--- src/rtl/codec_cfg_pkg.sv ---
// Shared types and constants for the audio-codec configuration sequencer.
// Holds the sequencer state encoding, I2C word / table entry widths, the
// codec register-address map and the packed table entry layout.
package codec_cfg_pkg;

  localparam int unsigned I2C_WORD_W = 24;
  localparam int unsigned REG_ADDR_W = 7;
  localparam int unsigned REG_DATA_W = 9;
  localparam int unsigned ENTRY_W    = REG_ADDR_W + REG_DATA_W;

  // Codec register addresses
  localparam logic [REG_ADDR_W-1:0] REG_LLINE  = 7'h00;
  localparam logic [REG_ADDR_W-1:0] REG_RLINE  = 7'h01;
  localparam logic [REG_ADDR_W-1:0] REG_APATH  = 7'h04;
  localparam logic [REG_ADDR_W-1:0] REG_PDOWN  = 7'h06;
  localparam logic [REG_ADDR_W-1:0] REG_DAIF   = 7'h07;
  localparam logic [REG_ADDR_W-1:0] REG_ACTIVE = 7'h09;

  typedef enum logic [2:0] {
    IDLE,
    LOAD,
    SEND,
    WAIT,
    RETRY,
    NEXT
  } state_t;

  // One table entry as it appears on the 16-bit tbl_entry bus
  typedef struct packed {
    logic [REG_ADDR_W-1:0] addr;
    logic [REG_DATA_W-1:0] data;
  } cfg_entry_t;

endpackage

--- src/rtl/codec_cfg_sequencer.sv ---
// Audio-codec configuration sequencer. Walks a NUM_REGS-entry register
// table, issuing one 24-bit I2C write per entry through a start/done
// handshake, retrying NACKed writes up to MAX_RETRIES extra times.
// Ports:
//   clk, reset  clock, asynchronous active-high reset
//   start       single-cycle (re)run request, ignored while busy
//   tbl_idx     table entry being addressed
//   tbl_entry   {reg_addr, reg_data} for tbl_idx
//   i2c_start   single-cycle transfer launch pulse
//   i2c_data    {DEV_ADDR, tbl_entry}, stable until i2c_done
//   i2c_done    transfer-complete pulse, i2c_ack qualifies it
//   busy/ready/error  run status; ready and error hold until next start
//   nack_count  saturating NACK count since the last start
module codec_cfg_sequencer
  import codec_cfg_pkg::*;
#(
  parameter int unsigned NUM_REGS    = 6,
  parameter logic [7:0]  DEV_ADDR    = 8'h34,
  parameter int unsigned MAX_RETRIES = 3,
  parameter bit          AUTO_START  = 1'b1,
  parameter int unsigned IDX_W       = 8
) (
  input  logic                  clk,
  input  logic                  reset,
  input  logic                  start,
  output logic [IDX_W-1:0]      tbl_idx,
  input  logic [ENTRY_W-1:0]    tbl_entry,
  output logic                  i2c_start,
  output logic [I2C_WORD_W-1:0] i2c_data,
  input  logic                  i2c_done,
  input  logic                  i2c_ack,
  output logic                  busy,
  output logic                  ready,
  output logic                  error,
  output logic [7:0]            nack_count
);

  localparam int unsigned    RETRY_W  = 8;
  localparam logic [IDX_W-1:0] LAST_IDX = IDX_W'(NUM_REGS - 1);
  localparam logic [RETRY_W-1:0] RETRY_MAX = RETRY_W'(MAX_RETRIES);

  state_t                  state, state_nxt;
  logic [RETRY_W-1:0]      retry_cnt, retry_nxt;
  logic                    auto_pend, auto_nxt;
  logic [IDX_W-1:0]        idx_nxt;
  logic                    i2c_start_nxt;
  logic [I2C_WORD_W-1:0]   i2c_data_nxt;
  logic                    busy_nxt, ready_nxt, error_nxt;
  logic [7:0]              nack_nxt;

  // State and registered outputs. auto_pend makes the first clock after
  // reset release look like a start pulse when AUTO_START is set.
  always_ff @(posedge clk or posedge reset) begin
    if (reset) begin
      state      <= IDLE;
      retry_cnt  <= '0;
      auto_pend  <= AUTO_START;
      tbl_idx    <= '0;
      i2c_start  <= 1'b0;
      i2c_data   <= '0;
      busy       <= 1'b0;
      ready      <= 1'b0;
      error      <= 1'b0;
      nack_count <= '0;
    end else begin
      state      <= state_nxt;
      retry_cnt  <= retry_nxt;
      auto_pend  <= auto_nxt;
      tbl_idx    <= idx_nxt;
      i2c_start  <= i2c_start_nxt;
      i2c_data   <= i2c_data_nxt;
      busy       <= busy_nxt;
      ready      <= ready_nxt;
      error      <= error_nxt;
      nack_count <= nack_nxt;
    end
  end

  // Next-state and next-output logic. i2c_start/i2c_data are computed in
  // SEND so they appear together in the first WAIT cycle.
  always_comb begin
    state_nxt     = state;
    retry_nxt     = retry_cnt;
    auto_nxt      = auto_pend;
    idx_nxt       = tbl_idx;
    i2c_start_nxt = 1'b0;
    i2c_data_nxt  = i2c_data;
    busy_nxt      = busy;
    ready_nxt     = ready;
    error_nxt     = error;
    nack_nxt      = nack_count;

    case (state)
      IDLE: begin
        if (start || auto_pend) begin
          state_nxt = LOAD;
          auto_nxt  = 1'b0;
          ready_nxt = 1'b0;
          error_nxt = 1'b0;
          nack_nxt  = '0;
          idx_nxt   = '0;
          retry_nxt = '0;
          busy_nxt  = 1'b1;
        end
      end
      LOAD: state_nxt = SEND;
      SEND: begin
        i2c_data_nxt  = {DEV_ADDR, tbl_entry};
        i2c_start_nxt = 1'b1;
        state_nxt     = WAIT;
      end
      WAIT: begin
        if (i2c_done) begin
          if (i2c_ack) begin
            state_nxt = NEXT;
          end else begin
            if (nack_count != 8'hFF) nack_nxt = nack_count + 8'd1;
            state_nxt = RETRY;
          end
        end
      end
      RETRY: begin
        if (retry_cnt < RETRY_MAX) begin
          retry_nxt = retry_cnt + RETRY_W'(1);
          state_nxt = SEND;
        end else begin
          error_nxt = 1'b1;
          busy_nxt  = 1'b0;
          state_nxt = IDLE;
        end
      end
      NEXT: begin
        retry_nxt = '0;
        if (tbl_idx == LAST_IDX) begin
          ready_nxt = 1'b1;
          busy_nxt  = 1'b0;
          state_nxt = IDLE;
        end else begin
          idx_nxt   = tbl_idx + IDX_W'(1);
          state_nxt = LOAD;
        end
      end
      default: state_nxt = IDLE;
    endcase
  end

endmodule

--- config.mk ---
export PLATFORM = sky130hd
export DESIGN_NAME = codec_cfg_sequencer
export DESIGN_NICKNAME = d
export VERILOG_FILES = /design/src/rtl/codec_cfg_pkg.sv /design/src/rtl/codec_cfg_sequencer.sv
export SDC_FILE = /design/constraint.sdc
export NUM_CORES = 1
export LEC_CHECK = 0
export CORE_UTILIZATION = 50
export CTS_BUF_LIST = sky130_fd_sc_hd__clkbuf_4 sky130_fd_sc_hd__clkbuf_8
export DETAILED_ROUTE_END_ITERATION = 10
export GPL_TIMING_DRIVEN = 0
export PLACE_DENSITY = 0.8
export SETUP_SLACK_MARGIN = 0.05
export SLEW_MARGIN = 10
export SYNTH_ARGS = -nofsm -noshare
export SYNTH_HDL_FRONTEND = slang
export SYNTH_SLANG_ARGS = --single-unit
--- constraint.sdc ---
create_clock -name clk -period 2.1 [get_ports clk]
set_input_delay 0.315 -clock clk [delete_from_list [all_inputs] [get_ports clk]]
set_output_delay 0.315 -clock clk [all_outputs]
set_load 0.02 [all_outputs]
# [Yosys cells after proc, flatten, opt, wreduce, memory -nomap -nowiden]
# Cells that the tools add are included.
[totals] output_inout_bits=44 register_bits=49
[op_classes] magnitude_cmp=1 reduce_logical=14 n_eq_ne=15 add_sub_neg=3 n_mux=25
[op_table] operator="$mux 8" n=6
[op_table] operator="$pmux 8 s2" n=2
[op_table] operator="$add 8x1->8 const B" n=3
[op_table] operator="$pmux 8 s3" n=1
[op_table] operator="$pmux 3 s6" n=1
[op_table] operator="$ne 2x2->1 const B" n=8
[op_table] operator="$reduce_and 3->1" n=4
[op_table] operator="$mux 1" n=9
[op_table] operator="$eq 8x3->1 const B" n=1
[op_table] operator="$lt 8x2->1 const B" n=1
[op_table] operator="$ne 8x8->1 const B" n=1
[op_table] operator="$eq 3x2->1 const B" n=2
[op_table] operator="$eq 3x3->1 const B" n=2
[op_table] operator="$mux 3" n=2
[op_table] operator="$reduce_bool 2->1" n=3
[op_table] operator="$reduce_and 5->1" n=1
[op_table] operator="$pmux 1 s2" n=2
[op_table] operator="$reduce_and 2->1" n=2
[op_table] operator="$reduce_and 4->1" n=1
[op_table] operator="$eq 3x1->1 const B" n=1
[op_table] operator="$logic_not 3->1" n=1
[op_table] operator="$pmux 1 s3" n=1
[op_table] operator="$reduce_bool 3->1" n=1
[op_table] operator="$mux 2" n=1
[op_table] operator="$logic_or 1x1->1" n=1

# [Longest topological paths before layout]
# Gate-level depths: netlist of run 1.
[logic_depth] depth_word=5 mapped_depth=6 ltp_nobuf=6

# [Worst setup path after synthesis of run 1]
# Ideal clock, no wire load.
[synth_timing] path_kind="register to register" start="register retry_cnt[0]" end="register retry_cnt[0]" n_path_buf=0 synth_period_minus_slack_ps=1615 t_arrival_ps=1494 t_required_ps=1978 setup_slack_ps=485 path_stages_with_launch=6 setup_time_ps=122 path_cell_list="dfrtp_1 ha_1 nor3_1 and2_1 mux2_2 a32o_1"
[synth_via] elab_chain_len=3
[synth_rtl] item="start, declared" line_no="codec_cfg_sequencer.sv:43" source="logic [RETRY_W-1:0] retry_cnt, retry_nxt;"
[synth_rtl] item="start signal, assigned" line_no="codec_cfg_sequencer.sv:67" source="retry_cnt <= retry_nxt;"
[synth_rtl] item="$add 8x1->8 / $lt 8x2->1 (equally long branches)" line_no="codec_cfg_sequencer.sv:124, codec_cfg_sequencer.sv:123"
[synth_rtl] item="$mux 8 / $ne 2x2->1 (equally long branches)"
[synth_rtl] item="$pmux 8 s3 / $reduce_and 3->1 (equally long branches)"
# Several ways; a longest one is shown, not always the timed one. The select of a mux whose other input is x is not followed.
# A chain may end at the register's enable or synchronous reset.

# [Worst setup path in the final report of run 1]
[layout_timing] start="register nack_count[2]" end="output nack_count[2]"
[layout_rtl] item="start, declared" line_no="codec_cfg_sequencer.sv:35" source="output logic [7:0] nack_count"
[layout_rtl] item="start signal, assigned" line_no="codec_cfg_sequencer.sv:75" source="nack_count <= nack_nxt;"
# No word-level cell between the ends.

==> metrics.md, run 1 <==
| Metric | Value |
|---|---|
| Crit-path max FO | `9` |
| Relative slew slack | `58.3%` |
| Slowest library cell on the worst path | `clkdlybuf4s50_1` |
| DRT Wirelength | `5120 um` |
| Max Clk Rate | `560 MHz` |
| Via Count | `1,908` |
| Critical path class | `flip-flop to output pin` |
| Post-Synthesis Cells | `220` |
| Cell taking the most area after synthesis | `dfrtp_1` |
| Leakage power | `0.00138 uW` |
| CTS Buf Count | `5` |
| CTS Buffer Depth | `2` |
| N_diodes | `0` |
| FFs w/ async S/R, synth | `100%` |
| Clk_lat worst skew | `0.29 ns` |
| Area of the mapped netlist | `2410 um^2` |
| Ports | `65` |
| Clock Pin Slew Worst Setup and Hold Paths | `0.09 ns` |
| H-tree depth | `2` |
| Area added between synthesis and finish | `33.3%` |
| Outcome | `complete, but fails checks` |
| I/O Buffers | `59` |
| Power Total | `4060 uW` |
| Failing checks | `design-rule violations` |
| Root Buffer | `clkbuf_8` |
| Fraction of layout cells with a size suffix above 1 | `18.9%` |
| Final net count | `316` |
| Syn Area/Cell | `10.9 um^2` |
| FP Rows | `24` |
| Crit path max-delay family | `buffers and inverters` |
| Fin cells | `343` |
| Most common cell after layout, fill and taps aside | `clkdlybuf4s50_1` |
| DRT iter0 DRCs | `118` |
| Hpwl dp | `3790 um` |
| Vias in the first global route | `1,805` |
| Die area | `5090 um^2` |
| Worst hold slack | `0.316 ns` |
| Netlist cell types | `49` |
| Worst path required time | `1.78 ns` |
| DR DRC count | `8` |
| Final ANT Viol Nets | `0` |
| Top cell type's share of synthesized area | `49.9%` |
| DR WL/cell | `14.9 um` |
| Tcrit/Tclk final | `85.0%` |
| RePlAce Congestion | `0.908` |
| Post-synthesis sequential area ratio | `51.0%` |
| Least-Margin Pin Slew | `0.621 ns` |
| Synth top area cells | `dfrtp_1, mux2_2, buf_4` |
| Buf/Inv on CP | `1` |
| Synth Flop Type | `dfrtp_1` |
| Worst vdd ir | `0.644 mV` |
| Levels on crit path | `1` |
| Max Slew Vio Count | `0` |
| Core area | `4470 um^2` |
| Initial core utilization | `53.8%` |
| CP peak stage delay | `0.67 ns` |
| Largest net degree at the start of global routing | `35` |
| Fin Setup TNS | `0 ns` |
| Minimum clock period | `1.78 ns` |
| TritonCTS clock tree | `built` |
| Antenna violations before repair | `0` |
| Post-synth EDFFs | `0` |
| Worst r2r path cells | `5` |
| Max-cap violation count | `0` |
| Hold buffer count at cts | `0` |
| Drt via density | `5.56` |
| Endpoints failing setup | `0` |
| Placed Instances | `336` |
| Startpoint types | `flip-flop` |
| Unrepaired setup endpoints after global routing | `no` |
| CP cell instances | `clkdlybuf4s50_1` |
| Arrival time at the worst endpoint | `1.47 ns` |
| Worst Setup End Kind | `output pin` |
| CTS Sinks | `49` |
| Grt total ovfl | `0` |
| Die height | `71.4 um` |
| Skew final | `0.00918 ns` |
| First-pass GRT wire length | `8590 um` |
| Ys Warns | `0` |
| Hold violation total from the final report | `0` |
| Flops & latches, synth | `49` |
| Total track usage | `21.8%` |
| PD cells | `1270 nW/um^2` |
| Worst Hold Class | `input pin to async pin` |
| Most frequent cells in the layout | `clkdlybuf4s50_1, dfrtp_1, nand2_1` |
| Die width | `71.4 um` |
| Initial DRT Pass Iterations | `7` |
## per-stage QoR
| stage | instance area (um^2) | util [%] | setup WS [ns] |
|---|---|---|---|
| CTS | 3200 | 71.5 | 0.294 |
| floorplan | 2420 | - | 0.485 |
| detailed placement | 3100 | 69.2 | 0.279 |
| global route | 3210 | 71.7 | 0.234 |
| global placement | 3080 | 68.8 | -0.339 |
| finish | 3210 | 71.7 | 0.315 |
## flip-flops by register name, indices dropped and copies added (netlist names)
name and flops:
i2c_start 1, i2c_data 17, error 1, auto_pend 1, tbl_idx 8, ready 1, busy 1, retry_cnt 8
state 3, nack_count 8
## layer usage
metal | vias up | GRT usage [%] | routed length, um
met2 | 73 | 33.9 | 2350
met4 | 0 | 6.00 | 65
li1 | 921 | - | -
met1 | 906 | 30.7 | 2420
met3 | 8 | 5.49 | 287
met5 | - | 0 | 0
## kinds of logic after synthesis
group / Yosys count / synth area share, %
muxes: 18 / 8.37
DFF: 49 / 51.0
xor gates and xnor gates: 3 / 1.09
buffers and inverters: 17 / 4.68
AOI/OAI and AO/OA: 44 / 13.1
adders and majority gates: 4 / 2.08
and+or+nand+nor: 84 / 19.5
other: 1 / 0.156
## area by class of cell
cell class	instances	area, um^2
Clock inverter	2	35.0
Tap cell	52	65.1
Sequential cell	49	1230
Inverter	3	13.8
Multi-Input combinational cell	158	1090
Clock buffer	5	68.8
Buffer	14	98.8
Fill cell	333	1270
Timing Repair Buffer	60	611
## power breakdown
part	switching, uW	internal [uW]	total [uW]
registers	239	1240	1480
logic	995	962	1960
clock network	284	346	630
## path summary, 6_finish.rpt
kind,start,to,slack [ns]
max in group asynchronous,reset,auto_pend,1.21
min in group clk,auto_pend,auto_pend,0.50
min,reset,i2c_data[12],0.32
max,nack_count[2],nack_count[2],0.32
max reg2reg,retry_cnt[0],retry_cnt[0],0.37
min reg2reg,auto_pend,auto_pend,0.50
## cell usage after synthesis, types with 2 or more instances
master	count
dfrtp_1	48
ha_1	4
and2_1	3
nand2_1	20
nand2b_1	2
nor3_1	6
a2bb2oi_2	3
and3_1	8
o31ai_1	4
a31oi_1	6
a41oi_1	2
nor2_1	17
a21oi_1	10
mux2_2	17
nor4_1	2
a31o_2	2
xnor2_1	3
nand3_1	9
o21ai_1	3
nand4_1	2
nor3b_2	3
nor3_2	2
o21ai_0	8
buf_4	10
inv_1	2
## what timing repair did
action | in CTS | in global routing
setup endpoints to repair | 0 | 1
setup buffers | 0 | 0
resized for setup | 0 | 1
Note: power is estimated with default switching activity, not from simulation.
==> run 2: changes to the inputs <==
CORE_UTILIZATION = 45   (was 50)
PLACE_DENSITY = 0.76   (was 0.8)
clock period = 1.6 ns   (was 2.1 ns; I/O delays follow)
==> metrics.md, run 2 (same netlist as run 1, synthesis figures left out) <==
| Metric | Value |
|---|---|
| Outcome | `completed` |
| CTS Sinks | `49 (unchanged)` |
| Most common cell after layout, fill and taps aside | `dfrtp_1` |
| DRT Wirelength | `5470 um (+6.9%)` |
| Hpwl dp | `3840 um (+1.5%)` |
| Worst path required time | `1.78 ns (about the same)` |
| Worst vdd ir | `0.859 mV (+33%)` |
| Startpoint types | `flip-flop` |
| Leakage power | `0.00157 uW (+14%)` |
| Via Count | `2,009 (+5.3%)` |
| Fin Setup TNS | `0 ns (unchanged)` |
| DR WL/cell | `14.6 um (-2.5%)` |
| CTS Buffer Depth | `2 (unchanged)` |
| Total track usage | `19.7% (-2.1 points)` |
| Max Clk Rate | `647 MHz` |
| Area added between synthesis and finish | `43.1%` |
| PD cells | `1670 nW/um^2 (+31%)` |
| Pre-CTS setup slack | `-0.154 ns (-0.432 ns)` |
| Crit. Startpoint | `state[0]` |
| Reg-to-reg endpoint | `nack_count[5]` |
| Fraction of layout cells with a size suffix above 1 | `28.4% (+9.5 points)` |
| Die width | `75.1 um (+5.3%)` |
| Final net count | `330 (+4.4%)` |
| Relative slew slack | `65.6% (+7.2 points)` |
| Clock Pin Slew Worst Setup and Hold Paths | `0.09 ns (about the same)` |
| Core area | `5140 um^2 (+15%)` |
| Worst Setup End Kind | `flip-flop` |
| Tcrit/Tclk final | `96.6%` |
| Largest net degree at the start of global routing | `28 (-20%)` |
| RePlAce Congestion | `0.860 (-5.4%)` |
| Hold violation total from the final report | `0 (unchanged)` |
| Final Util | `67.0% (-4.7 points)` |
| Grt total ovfl | `0 (unchanged)` |
| Unrepaired setup endpoints after global routing | `yes` |
| First-pass GRT wire length | `8410 um (-2.1%)` |
| Biggest register | `i2c_data` |
| Setup slack, reg-to-reg | `0.05 ns (-0.32 ns)` |
| H-tree depth | `2 (unchanged)` |
| FP Rows | `26 (+8.3%)` |
| TritonCTS clock tree | `built` |
| Max-cap violation count | `0 (unchanged)` |
| N_diodes | `0 (unchanged)` |
| CTS Buf Count | `5 (unchanged)` |
| Power Total | `5740 uW (+41%)` |
| Filler cells | `432 (+30%)` |
| Die area | `5640 um^2 (+11%)` |
| Die height | `75.1 um (+5.3%)` |
| Ports | `65 (unchanged)` |
| Vias in the first global route | `1,873 (+3.8%)` |
| Largest register FFs | `17 (unchanged)` |
| Initial DRT Pass Iterations | `4 (-3)` |
| Endpoints failing setup | `0 (unchanged)` |
| Final ANT Viol Nets | `0 (unchanged)` |
| Root Buffer | `clkbuf_8` |
| DRT iter0 DRCs | `118 (unchanged)` |
| Antenna violations before repair | `0 (unchanged)` |
| Most frequent cells in the layout | `dfrtp_1, clkdlybuf4s50_1, buf_4` |
| Final setup margin | `0.0545 ns (-0.261 ns)` |
| Initial core utilization | `46.8% (-7.0 points)` |
| DR DRC count | `0 (-8)` |
| Hold buffer count at cts | `0 (unchanged)` |
| Drt via density | `5.34 (-3.9%)` |
| I/O Buffers | `59 (unchanged)` |
| Least-Margin Pin Slew | `0.516 ns (-0.105 ns)` |
| Worst r2r path cells | `5 (unchanged)` |
| Minimum clock period | `1.55 ns` |
| Worst Hold Class | `input pin to async pin` |
| Worst hold slack | `0.297 ns (-0.0191 ns)` |
| Critical path class | `flip-flop to flip-flop` |
| Clk_lat worst skew | `0.30 ns (about the same)` |
| Skew final | `0.00558 ns (-0.00360 ns)` |
| R2R Path Start | `state[0]` |
| Max Slew Vio Count | `0 (unchanged)` |
| CP endpoint | `nack_count[5]` |
| Crit-path max FO | `7 (-2)` |
| Arrival time at the worst endpoint | `1.73 ns (+0.26 ns)` |
## run 2: cell types whose count changed in the layout (fill, tap and decap cells not counted), moves of 2 or more
cell             change
buf_4               +11
buf_6                +2
clkdlybuf4s50_1     -22
dfrtp_1              -2
dfrtp_2              +2
dlygate4sd2_1       +19
dlymetal6s2s_1       +3
ha_1                 -2
ha_2                 +2
nand2_1              -2
nor3_1               -2
## run 2: how the worst min path moves through the flow
stage                   to  depth (start not counted)
2_1_floorplan     state[0]                          1
3_3_place_gp     auto_pend                          1
3_5_place_dp         ready                          2
4_1_cts        i2c_data[3]                          2
5_1_grt        i2c_data[7]                          2
6_report       i2c_data[7]                          2
## run 2: per-stage QoR
stage	instances	instance area, um^2
floorplan	224	2440
global placement	353	3120
detailed placement	354	3140
CTS	365	3280
global route	376	3440
finish	376	3440
## run 2: timing repair
item | in CTS | in global routing
pin swaps | 3 | 9
buffers inserted | 3 | 10
gates cloned | 0 | 1
resized for setup | 26 | 20
setup endpoints to repair | 42 | 26
## run 2: worst max-delay path, stage by stage, from the launching register on
cell	delay (ns)
dfrtp_1	0.44
buf_6	0.16
or2_4	0.24
o32a_4	0.26
o31ai_1	0.23
o21ai_1	0.09
## run 2: layout make-up
type	instances	area [um^2]	area share, %
inverter	3	13.8	0.400
buffer	14	110	3.20
tap	70	87.6	2.54
sequential	49	1230	35.7
clock inverter	2	35.0	1.02
multi-input combinational	158	1180	34.3
timing repair buffer	74	709	20.6
clock buffer	6	76.3	2.22
## run 2: per-layer routing
layer | track usage, % | wire (um) | vias to the layer above
met5 | 0 | 0 | -
met4 | 6.29 | 77 | 0
met3 | 4.95 | 357 | 8
met2 | 34.7 | 2720 | 75
met1 | 23.6 | 2320 | 967
li1 | - | - | 959
## run 2: where the power goes
| part | leakage, uW | internal [uW] | switching, uW |
|---|---|---|---|
| clock network | 0.0000586 | 481 | 411 |
| logic | 0.000893 | 1480 | 1420 |
| registers | 0.000620 | 1630 | 317 |
| total | 0.00157 | 3590 | 2140 |
